## src/rtl/ifft_stage4_sdf_ctrl_if.sv

```systemverilog
// ---------------------------------------------------------------------------
// ifft_stage4_sdf_ctrl_if
// Bundles the sample handshake and the control/twiddle outputs of one
// single-path delay-feedback IFFT stage controller.
//
// Handshake: a sample moves into the stage on a rising clk edge where
// in_valid and in_ready are both 1. in_ready never depends on in_valid.
// tw_valid/out_valid are single-cycle qualifiers with no back-pressure.
//
// Signals:
//   in_valid  - a sample is presented this cycle (source -> stage)
//   in_ready  - stage can take a sample this cycle
//   dl_en     - shift delay line / run butterfly this cycle (combinational)
//   bf_sel    - 0 fill/pass-through, 1 butterfly compute (combinational)
//   tw_addr   - twiddle ROM address = output-sample index in the frame
//   tw_valid  - tw_addr qualifies a sample entering the multiplier
//   out_valid - multiplier output valid
//   out_last  - multiplier output is the last sample of the frame
//   busy      - controller is not idle
// Modports: master = sample source / consumer side, slave = controller.
// ---------------------------------------------------------------------------
interface ifft_stage4_sdf_ctrl_if;
    logic       in_valid;
    logic       in_ready;
    logic       dl_en;
    logic       bf_sel;
    logic [5:0] tw_addr;
    logic       tw_valid;
    logic       out_valid;
    logic       out_last;
    logic       busy;

    modport master (
        output in_valid,
        input  in_ready, dl_en, bf_sel, tw_addr, tw_valid,
        input  out_valid, out_last, busy
    );

    modport slave (
        input  in_valid,
        output in_ready, dl_en, bf_sel, tw_addr, tw_valid,
        output out_valid, out_last, busy
    );
endinterface

```

## src/rtl/ifft_stage4_sdf_ctrl.sv

```systemverilog
// ---------------------------------------------------------------------------
// ifft_stage4_sdf_ctrl
// Control path of one SDF (single-path delay-feedback) IFFT stage.
// Counts input samples within a frame, alternates the butterfly between
// fill (DELAY samples) and compute (DELAY samples), flushes the delay line
// after the final frame of a burst, and generates twiddle addresses plus
// the multiplier-output qualifiers.
//
// Parameters:
//   NFFT    - points per frame (power of two)
//   DELAY   - delay-line length of this stage (power of two, < NFFT)
//   LATENCY - complex-multiplier pipeline depth in cycles (>= 1)
// Ports:
//   clk       - clock, rising edge
//   rst       - synchronous active-high reset
//   bus       - handshake / control bundle (slave side)
//   dbg_state - current FSM state (0 IDLE, 1 RUN, 2 FLUSH)
//   dbg_in_cnt- current input sample counter
// ---------------------------------------------------------------------------
module ifft_stage4_sdf_ctrl #(
    parameter int NFFT    = 64,
    parameter int DELAY   = 4,
    parameter int LATENCY = 2
) (
    input  logic                     clk,
    input  logic                     rst,
    ifft_stage4_sdf_ctrl_if.slave    bus,
    output logic [1:0]               dbg_state,
    output logic [$clog2(NFFT)-1:0]  dbg_in_cnt
);
    localparam int LOG_N = $clog2(NFFT);
    localparam int LOG_D = $clog2(DELAY);
    localparam logic [LOG_N-1:0] CNT_DLAST = LOG_N'(DELAY - 1);
    localparam logic [5:0]       ADDR_LAST = 6'(NFFT - 1);

    typedef enum logic [1:0] {
        IDLE  = 2'd0,
        RUN   = 2'd1,
        FLUSH = 2'd2
    } state_t;

    state_t state;
    state_t state_nxt;

    logic [LOG_N-1:0]   in_cnt;
    logic [5:0]         out_cnt;
    logic               primed;
    logic [5:0]         tw_addr_q;
    logic               tw_valid_q;
    logic [LATENCY-1:0] vld_pipe;
    logic [LATENCY-1:0] last_pipe;

    logic ready;
    logic accept;
    logic flushing;
    logic flush_done;
    logic shift_en;
    logic emit;

    // ---------------- FSM: state register ----------------
    always_ff @(posedge clk) begin
        if (rst) begin
            state <= IDLE;
        end else begin
            state <= state_nxt;
        end
    end

    // ---------------- FSM: next state ----------------
    // In RUN, in_cnt can only be 0 after wrapping from NFFT-1, so a zero
    // count without an accept marks the end of a burst of frames.
    always_comb begin
        state_nxt = state;
        case (state)
            IDLE:    if (accept) state_nxt = RUN;
            RUN:     if ((in_cnt == '0) && !accept) state_nxt = FLUSH;
            FLUSH:   if (in_cnt == CNT_DLAST) state_nxt = IDLE;
            default: state_nxt = IDLE;
        endcase
    end

    // ---------------- FSM: outputs ----------------
    // rst is folded in so the handshake reads sane values while reset is
    // held, independent of whatever the registers held before it.
    always_comb begin
        ready      = rst || (state != FLUSH);
        accept     = bus.in_valid && ready && !rst;
        flushing   = !rst && (state == FLUSH);
        flush_done = flushing && (in_cnt == CNT_DLAST);
        shift_en   = accept || flushing;
        emit       = shift_en && primed;
    end

    // ---------------- counters and twiddle address ----------------
    always_ff @(posedge clk) begin
        if (rst) begin
            in_cnt     <= '0;
            primed     <= 1'b0;
            out_cnt    <= '0;
            tw_addr_q  <= '0;
            tw_valid_q <= 1'b0;
        end else begin
            // Leaving FLUSH re-aligns the input counter for the next frame.
            if (flush_done) begin
                in_cnt <= '0;
            end else if (shift_en) begin
                in_cnt <= in_cnt + 1'b1;
            end

            // Once the first DELAY samples are in the line every further
            // shift produces an output sample.
            if (flush_done) begin
                primed <= 1'b0;
            end else if (shift_en && (in_cnt == CNT_DLAST)) begin
                primed <= 1'b1;
            end

            tw_valid_q <= emit;
            if (emit) begin
                tw_addr_q <= out_cnt;
                out_cnt   <= out_cnt + 1'b1;
            end
        end
    end

    // ---------------- multiplier latency match ----------------
    always_ff @(posedge clk) begin
        if (rst) begin
            vld_pipe  <= '0;
            last_pipe <= '0;
        end else begin
            vld_pipe[0]  <= tw_valid_q;
            last_pipe[0] <= tw_valid_q && (tw_addr_q == ADDR_LAST);
            for (int i = 1; i < LATENCY; i++) begin
                vld_pipe[i]  <= vld_pipe[i-1];
                last_pipe[i] <= last_pipe[i-1];
            end
        end
    end

    // ---------------- bundle drive ----------------
    always_comb begin
        bus.in_ready  = ready;
        bus.dl_en     = shift_en;
        bus.bf_sel    = !rst && (state != FLUSH) && in_cnt[LOG_D];
        bus.tw_addr   = tw_addr_q;
        bus.tw_valid  = tw_valid_q;
        bus.out_valid = vld_pipe[LATENCY-1];
        bus.out_last  = last_pipe[LATENCY-1];
        bus.busy      = (state != IDLE);
        dbg_state     = state;
        dbg_in_cnt    = in_cnt;
    end
endmodule
```

## src/flat_wrapper.sv

```systemverilog
// flat-port wrapper written by rule: the top's interface ports become plain ports
module ifft_stage4_sdf_ctrl_flat 
#(
    parameter int NFFT    = 64,
    parameter int DELAY   = 4,
    parameter int LATENCY = 2
)
  (clk, rst, dbg_state, dbg_in_cnt, bus_in_valid, bus_in_ready, bus_dl_en, bus_bf_sel, bus_tw_addr, bus_tw_valid, bus_out_valid, bus_out_last, bus_busy);
  ifft_stage4_sdf_ctrl_if bus_i ();
  input  logic clk;
  input  logic rst;
  output logic [1:0] dbg_state;
  output logic [$clog2(NFFT)-1:0] dbg_in_cnt;
  input wire logic [$bits(bus_i.in_valid)-1:0] bus_in_valid;
  output wire logic [$bits(bus_i.in_ready)-1:0] bus_in_ready;
  output wire logic [$bits(bus_i.dl_en)-1:0] bus_dl_en;
  output wire logic [$bits(bus_i.bf_sel)-1:0] bus_bf_sel;
  output wire logic [$bits(bus_i.tw_addr)-1:0] bus_tw_addr;
  output wire logic [$bits(bus_i.tw_valid)-1:0] bus_tw_valid;
  output wire logic [$bits(bus_i.out_valid)-1:0] bus_out_valid;
  output wire logic [$bits(bus_i.out_last)-1:0] bus_out_last;
  output wire logic [$bits(bus_i.busy)-1:0] bus_busy;
  assign bus_i.in_valid = bus_in_valid;
  assign bus_in_ready = bus_i.in_ready;
  assign bus_dl_en = bus_i.dl_en;
  assign bus_bf_sel = bus_i.bf_sel;
  assign bus_tw_addr = bus_i.tw_addr;
  assign bus_tw_valid = bus_i.tw_valid;
  assign bus_out_valid = bus_i.out_valid;
  assign bus_out_last = bus_i.out_last;
  assign bus_busy = bus_i.busy;
  ifft_stage4_sdf_ctrl #(.NFFT(NFFT), .DELAY(DELAY), .LATENCY(LATENCY)) u_core (.clk(clk), .rst(rst), .bus(bus_i), .dbg_state(dbg_state), .dbg_in_cnt(dbg_in_cnt));
endmodule
```

## config.mk

```make
export PLATFORM = sky130hd
export DESIGN_NAME = ifft_stage4_sdf_ctrl_flat
export DESIGN_NICKNAME = d
export VERILOG_FILES = /design/src/rtl/ifft_stage4_sdf_ctrl_if.sv /design/src/rtl/ifft_stage4_sdf_ctrl.sv /design/src/flat_wrapper.sv
export SDC_FILE = /design/constraint.sdc
export NUM_CORES = 1
export LEC_CHECK = 0
export CAP_MARGIN = 10
export CORE_ASPECT_RATIO = 1.4
export CORE_MARGIN = 4
export CORE_UTILIZATION = 45
export DETAILED_ROUTE_END_ITERATION = 10
export GPL_TIMING_DRIVEN = 0
export PLACE_DENSITY = 0.72
export SLEW_MARGIN = 10
export SYNTH_ARGS = -nofsm -noshare
export SYNTH_HDL_FRONTEND = slang
export SYNTH_SLANG_ARGS = --single-unit
```

## constraint.sdc

```tcl
create_clock -name clk -period 3.76 [get_ports clk]
set_input_delay 0.752 -clock clk [delete_from_list [all_inputs] [get_ports clk]]
set_output_delay 0.752 -clock clk [all_outputs]
set_load 0.01 [all_outputs]
```

### Yosys cells after proc, flatten, opt, wreduce, memory -nomap -nowiden

Cells that the tools add are included.

| word-level totals | value |
|---|---|
| logic and storage cells | 41 |
| output and inout bits | 21 |
| bits of input ports | 3 |
| register bits | 26 |

| cells by class | value |
|---|---|
| add/sub/neg operators | 2 |
| mux-type cells | 4 |
| equality and inequality tests | 8 |
| reductions and logical operators | 19 |

Operators with widths:

| cell | number |
|---|---|
| $add 6x1->6 const B | 2 |
| $logic_and 1x1->1 | 10 |
| $eq 6x2->1 const B | 1 |
| $eq 6x6->1 const B | 1 |
| $logic_not 6->1 | 1 |
| $mux 2 | 3 |
| $pmux 2 s3 | 1 |
| $ne 2x1->1 const B | 2 |
| $ne 2x2->1 const B | 2 |
| $reduce_and 3->1 | 1 |
| $eq 2x1->1 const B | 1 |
| $eq 2x2->1 const B | 1 |
| $logic_not 1->1 | 2 |
| $logic_not 2->1 | 1 |
| $logic_or 1x1->1 | 2 |
| $reduce_bool 2->1 | 1 |
| $reduce_or 2->1 | 1 |

### Longest topological paths before layout

| depth | value |
|---|---|
| word-level depth | 8 |
| depth in mapped cells | 5 |
| gate-level depth less buffers | 5 |

### Least setup slack after synthesis

OpenSTA, ideal clock, no wires.

| timing path | value |
|---|---|
| kind | input -> output |
| start point | in rst |
| end point | out bus_dl_en |
| data required time | 3.008 ns |
| arrival time | 1.282 ns |
| buffers on the path | 2 |
| path slack | 1.726 ns |
| stages on the path | 3 |
| cells stage by stage | buf_4 > clkbuf_1 > nor2_1 |

| between the ends | value |
|---|---|
| cells in the longest elaborated chain, start to end | 4 |
| elaborated cells between the ends (all ways) | 6 |
| classes of those cells | 6 x reduce/logical |

RTL lines:

| element | RTL line | source |
|---|---|---|
| from (decl) | flat_wrapper.sv:11 | `input logic rst;` |
| $logic_or 1x1->1 | ifft_stage4_sdf_ctrl.sv:86 | `ready = rst \|\| (state != FLUSH);` |
| $logic_and 1x1->1 (2 in series) | ifft_stage4_sdf_ctrl.sv:87 | `accept = bus.in_valid && ready && !rst;` |
| $logic_or 1x1->1 (*) | ifft_stage4_sdf_ctrl.sv:90 | `shift_en = accept \|\| flushing;` |
| to (decl) | flat_wrapper.sv:16 | `output wire logic [$bits(bus_i.dl_en)-1:0] bus_dl_en;` |

Mark *: on every way between the ends. The rest lies on a longest branch, timed or not.

### Final worst setup path

Ends and elaborated chain as after synthesis.

==> results.md <==
* Initial core utilization at 48.9%
* Fin Setup TNS at 0 ns
* Avg Cell Area, Syn at 9.66 sq um
* Via Count at 882
* CTS Buf Count at 3
* Die Y at 66.5 microns
* Lkg Pwr at 0.000589 uW
* Setup bufs post-CTS at 0
* Layout cells sized above 1 at 9.22%
* Final Hold Fails at 0
* Worst slew pin tran at 0.456 ns
* Max-slew violations at 0
* Worst setup SP type: input pin
* ANT nets after route at 0
* WL final at 2.26 mm
* Synth unique cells at 32
* Status: completed
* Total GRT Usage at 15.3%
* Worst Setup SP: rst
* Die area at 0.00331 sq mm
* Pwr/cell area at 367 mW/mm^2
* Worst clock skew at 0.00251 ns
* CP Capture Type: primary output
* Unrepaired setup endpoints after global routing: no
* Final period util at 83.3%
* Vias in the first global route at 880
* Maximum buffer depth of the clock tree at 2
* Max incr delay on CP at 0.49 ns
* Die width at 49.8 microns
* H-tree depth at 1
* Crit-path most repeated cell: clkdlybuf4s50_1
* YS warnings at 0
* Crit-path max FO at 10
* Tmin final at 3.13 ns
* First DRT Iteration DRCs at 16
* Gr ovfl total at 0
* Buffers on Ports at 23
* Post-synth design cell area at 0.00110 sq mm
* CTS tree: yes
* Diode count at 0
* TritonCTS Sinks at 26
* Largest net degree at the start of global routing at 16
* FF-to-FF setup slack at 2.14 ns
* # rows at 20
* DRT Pass-1 Iters at 6
* Crit-path slowest cell: clkdlybuf4s50_1
* Routed len/inst at 13.9 microns
* Antenna violations before repair at 0
* Cell depth of the worst flop-to-flop path at 5
* #FFs+latches synth at 26
* Core area at 0.00225 sq mm
* Max_cap viols at 0
* Final core occ at 62.7%
* CP Data Arrival Time at 2.38 ns
* Post-CTS Resized at 0
* DRC errors left at 0
* Clk_lat worst skew at 0.32 ns
* Sequential fraction of the synthesis area at 47.3%
* Reg-to-reg startpoint: u_core.dbg_state[1]$_SDFFE_PP0P_
* I/O pin count at 24
* VDD IR max at 277 uV
* Register clock-pin slew on the reported worst setup and hold paths at 0.14 ns
* Syn Nets at 120
* CP required at 3.01 ns
* Vias/cell at 5.41
* Worst setup path endpoint: bus_dl_en
* Clock root buffer: clkbuf_4
* Cell Chain, Critical Path: clkdlybuf4s50_1, buf_4, clkbuf_1, nor2_1, clkdlybuf4s50_1
* Syn Inst Count at 114
* Relative slew margins at 69.6%
* Hold WC Path Type: reg2reg
* Global-route wire length before repair at 3.97 mm
* Max frequency at 319 MHz
* GPL Wtd Cong at 0.816
* FF-to-FF End: u_core.dbg_in_cnt[1]$_SDFFE_PP0N_
* Final Setup Violations at 0
* Area delta synth->final at 28.2%
* Post-cts hold buffer count at 0
* Fin nets at 148
* HPWL after detailed placement at 1.61 mm
* Crit path kind: in2out
-- area by class of cell --
class                           count  area, sq um
Buffer                              7         40.0
Clock buffer                        3         22.5
Clock inverter                      1         30.0
Fill cell                         203          841
Inverter                            3         11.3
Multi-Input combinational cell     78          529
Sequential cell                    26          520
Tap cell                           22         27.5
Timing Repair Buffer               23          230
-- worst max-delay path, delay by kind of cell --
family | cells | cell delay (ns)
buffers and inverters | 4 | 1.52
AND/OR/NAND/NOR | 1 | 0.10
-- how the worst min path moves through the flow --
stage | startpoint | to | slack, ns | cells past startpoint
final | u_core.vld_pipe[0]$_SDFF_PP0_ | u_core.vld_pipe[1]$_SDFF_PP0_ | 0.45 | 1
after global routing | u_core.vld_pipe[0]$_SDFF_PP0_ | u_core.vld_pipe[1]$_SDFF_PP0_ | 0.47 | 1
after CTS | u_core.vld_pipe[0]$_SDFF_PP0_ | u_core.vld_pipe[1]$_SDFF_PP0_ | 0.46 | 1
after detailed placement | u_core.vld_pipe[0]$_SDFF_PP0_ | u_core.vld_pipe[1]$_SDFF_PP0_ | 0.43 | 1
after global placement | u_core.vld_pipe[0]$_SDFF_PP0_ | u_core.vld_pipe[1]$_SDFF_PP0_ | 0.42 | 1
after floorplan | u_core.last_pipe[0]$_SDFF_PP0_ | u_core.last_pipe[1]$_SDFF_PP0_ | 0.41 | 1
-- cell usage in the layout, fill, tap and decap left out, types with 2 or more instances in the layout --
| master | synthesis | final |
|---|---|---|
| xor2_1 | 8 | 8 |
| clkdlybuf4s50_1 | 0 | 23 |
| nor3_1 | 5 | 5 |
| clkbuf_1 | 3 | 3 |
| ha_1 | 3 | 3 |
| o211ai_1 | 2 | 2 |
| o2111ai_1 | 3 | 3 |
| nor2_1 | 14 | 14 |
| o21ai_0 | 3 | 3 |
| clkbuf_4 | 0 | 3 |
| buf_2 | 2 | 2 |
| dfxtp_1 | 26 | 26 |
| nand2_1 | 5 | 5 |
| o21ai_1 | 3 | 3 |
| a21oi_1 | 5 | 5 |
| nor2b_1 | 5 | 5 |
| inv_1 | 2 | 2 |
| mux2i_1 | 6 | 6 |
| or3_1 | 2 | 2 |
| and4_1 | 3 | 3 |
-- power by group --
group / total [uW] / internal [uW] / switching, uW
Clock: 192 / 108 / 84.3
Sequential: 284 / 279 / 4.26
Combinational: 41.8 / 20.7 / 21.1
Total: 517 / 408 / 110
-- Yosys cell counts --
cell type,n,share of area [%]
a2bb2oi_1,1,0.80
o21ai_1,3,1.4
buf_4,1,0.68
nor3b_2,1,1.1
ha_1,3,3.4
o21ai_0,3,1.4
inv_2,1,0.34
nor2b_1,5,2.8
o2111ai_1,3,2.4
and3_2,1,0.68
and4_1,3,2.4
nor3_1,5,2.3
and3_1,1,0.57
buf_2,2,0.91
a31oi_1,1,0.57
dfxtp_1,26,47
and3b_1,1,0.80
a21oi_1,5,2.3
nor2_1,14,4.8
buf_6,1,1.0
inv_1,2,0.68
nand3_1,1,0.45
or4b_1,1,0.91
xor2_1,8,6.4
or2_2,1,0.57
clkbuf_1,3,1.0
o211ai_1,2,1.4
mux2i_1,6,5.5
nand2_1,5,1.7
nand2b_1,1,0.57
nor4_4,1,1.9
or3_1,2,1.1
-- cells by family after synthesis --
group	after synthesis	synth area share [%]
buf+inv	10	4.66
compound gates	18	10.1
xor+xnor	8	6.36
fa+ha+maj	3	3.41
mux	6	5.45
flops	26	47.3
simple gates	43	22.7
-- per-stage QoR --
| step | power, uW | cells | setup slack, ns | area [sq um] | hold WS (ns) |
|---|---|---|---|---|---|
| global placement | 331 | 159 | 0.617 | 1360 | 0.418 |
| global route | 538 | 163 | 0.505 | 1410 | 0.472 |
| finish | 517 | 163 | 0.628 | 1410 | 0.454 |
| CTS | 520 | 163 | 0.620 | 1410 | 0.459 |
| detailed placement | 332 | 159 | 0.618 | 1360 | 0.428 |
| floorplan | 312 | 114 | 1.73 | 1100 | 0.414 |
-- registers in the layout, indices dropped and copies added (netlist names) --
| signal | flops |
|---|---|
| u_core.bus.tw_addr | 6 |
| u_core.dbg_in_cnt | 6 |
| u_core.out_cnt | 6 |
| u_core.dbg_state | 2 |
| u_core.last_pipe | 2 |
| u_core.vld_pipe | 2 |
| u_core.bus.tw_valid | 1 |
| u_core.primed | 1 |
-- layer usage --
metal  routed length, microns  GRT usage [%]  vias to the layer above
li1                         -              -                      452
met5                        0              0                        -
met4                        0           5.19                        0
met3                       79           2.24                        0
met1                     1030           18.6                      411
met2                     1160           27.2                       19
(Power assumes the default switching activity.)
==> patch, RTL diff (config.mk and constraints unchanged) <==
`DELAY` is set to 4 in 2 places; all go to 8.
--- a/src/rtl/ifft_stage4_sdf_ctrl.sv
+++ b/src/rtl/ifft_stage4_sdf_ctrl.sv
@@ -21,3 +21,3 @@
     parameter int NFFT    = 64,
-    parameter int DELAY   = 4,
+    parameter int DELAY   = 8,
     parameter int LATENCY = 2
--- a/src/flat_wrapper.sv
+++ b/src/flat_wrapper.sv
@@ -4,3 +4,3 @@
     parameter int NFFT    = 64,
-    parameter int DELAY   = 4,
+    parameter int DELAY   = 8,
     parameter int LATENCY = 2
Check against the original RTL: not equivalent (a bounded check fails within 10 cycles, from zero or initial values and one cycle with rst high).
==> patch against the unedited design <==
  * Total power is 15% lower
  * Setup slack lost 350 ps
  * Count of clock-buffer cells in the layout did not move
  * Final area decreased by 3.3%
  * Maximum frequency decreased by 10%
  * Cell count rose by 3.7%
  * Critical endpoint unchanged
  * Largest power group unchanged
  * Area after synthesis shrank 0.57%
  * Sequential cell count unchanged
  * Wire length decreased by 3.3%
  * Combinational power rose by 5.0%
==> patch: results (changes against the unedited design) <==
[outcome]
status=completed

[grt]
grt_pass1_wl_mm=3.83  ; -3.6%
grt_pass1_vias=903  ; +2.6%
globalRouteTotalUtil_pct=14.9  ; -0.42 points
grt_max_degree=14  ; -2
antenna_found_initial=0  ; unchanged

[cells_and_area]
nets=155  ; +4.7%
layout-drive-gt1-share_pct=8.84  ; -0.38 points
layout_commonest_cell=dfxtp_1

[placement]
post-dp-hpwl_mm=1.64  ; +1.7%
gp_congestion=0.748  ; -8.3%
portBuffers=22  ; -4.3%

[route]
drt_iter0_drc=9  ; -7
highest-signal-layer=met4
drt_wl_total_mm=2.19  ; -3.3%
wl_met1_um=995  ; -3.1%
wl_met2_mm=1.07  ; -7.4%
wl_met3_um=90  ; +14%
drt_pass1_iterations=4  ; -2
via_per_inst=5.35  ; -1.1%

[synthesis]
ys_types=35  ; +9.4%
synthArstFlopShare_pct=0  ; unchanged
synthTopCellsByArea=dfxtp_1, a21oi_1, nand2_1
ys_seq_area_share_pct=47.5  ; +0.27 points
synth.net_count=128  ; +6.7%
synthTopCellsByCount=dfxtp_1, nand2_1, a21oi_1, nor2_1

[clocking]
worst_skew_pair.late_latency_ps=310
cts.clk_slew.worst_paths_ps=120  ; -20 ps
cts_setup_buffers=0  ; unchanged
clock_path_buffers=2  ; unchanged

[setup_path]
worstPathArrival_ps=2730  ; +350 ps

[pwr]
ir_drop_mv=0.191  ; -31%
p_leak_nw=0.527  ; -11%

[sta]
finalClockSkew_ps=6.85  ; +4.34 ps
slew-limit-headroom_pct=69.6  ; about the same

[min_path]
hold_path_class=reg -> reg

patch: cell count changes in the layout (fill, tap and decap cells not counted), moves of 3 or more:
cell / unedited run / this run
nor2_1: 14 / 7
nand2_1: 5 / 18
xor2_1: 8 / 3
o21ai_1: 3 / 0
inv_1: 2 / 5
a21oi_1: 5 / 14
mux2i_1: 6 / 2
patch: worst max-delay path, stage by stage:
cell	delay, ps
clkdlybuf4s50_1	570
clkbuf_1	400
buf_1	410
nor2_1	100
clkdlybuf4s50_1	490
patch: cells by family after synthesis:
group / Yosys count / synth area share, %
DFF: 26 / 47.5
adders and majority gates: 3 / 3.43
xor gates and xnor gates: 4 / 3.20
AOI/OAI and AO/OA: 24 / 13.1
and+or+nand+nor: 51 / 24.6
buffers and inverters: 11 / 5.26
muxes: 3 / 2.86
patch: worst paths after layout:
check,start,to,slack (ps)
setup / recovery,rst,bus_dl_en,280
hold / removal,u_core.last_pipe[0]$_SDFF_PP0_,u_core.last_pipe[1]$_SDFF_PP0_,460
setup reg to reg,u_core.dbg_state[1]$_SDFFE_PP0P_,u_core.out_cnt[5]$_SDFFE_PP0P_,2250
hold reg to reg,u_core.last_pipe[0]$_SDFF_PP0_,u_core.last_pipe[1]$_SDFF_PP0_,460
patch: cell type report:
class	count	area, um2
clock buffers	3	22.5
flip-flops and latches	26	520
fillers	209	887
plain buffers	5	35.0
repair buffers	22	220
well taps	22	27.5
multi-input cells	85	517
inverters	6	22.5
patch: where the power goes:
| group | internal, mW | leakage [nW] | switching [mW] |
|---|---|---|---|
| Sequential | 0.280 | 0.210 | 0.00544 |
| Clock | 0.0374 | 0.0138 | 0.0748 |
| Combinational | 0.0211 | 0.303 | 0.0228 |
| Total | 0.338 | 0.527 | 0.103 |
patch: metal layers:
| metal | vias to the layer above | global-route usage, % |
|---|---|---|
| li1 | 468 | - |
| met1 | 407 | 16.9 |
| met2 | 25 | 27.5 |
| met3 | 4 | 2.48 |
| met4 | 0 | 5.19 |
| met5 | - | 0 |
patch: stage by stage:
| step | power (mW) | hold WS, ps | cells | instance area [um2] | setup slack, ps |
|---|---|---|---|---|---|
| 6_report | 0.441 | 459 | 169 | 1370 | 281 |
| 5_1_grt | 0.460 | 480 | 169 | 1370 | 160 |
| 4_1_cts | 0.447 | 462 | 169 | 1370 | 274 |
| 3_5_place_dp | 0.335 | 425 | 166 | 1340 | 287 |
| 3_3_place_gp | 0.334 | 421 | 166 | 1340 | 302 |
| 2_1_floorplan | 0.315 | 414 | 122 | 1090 | 1580 |
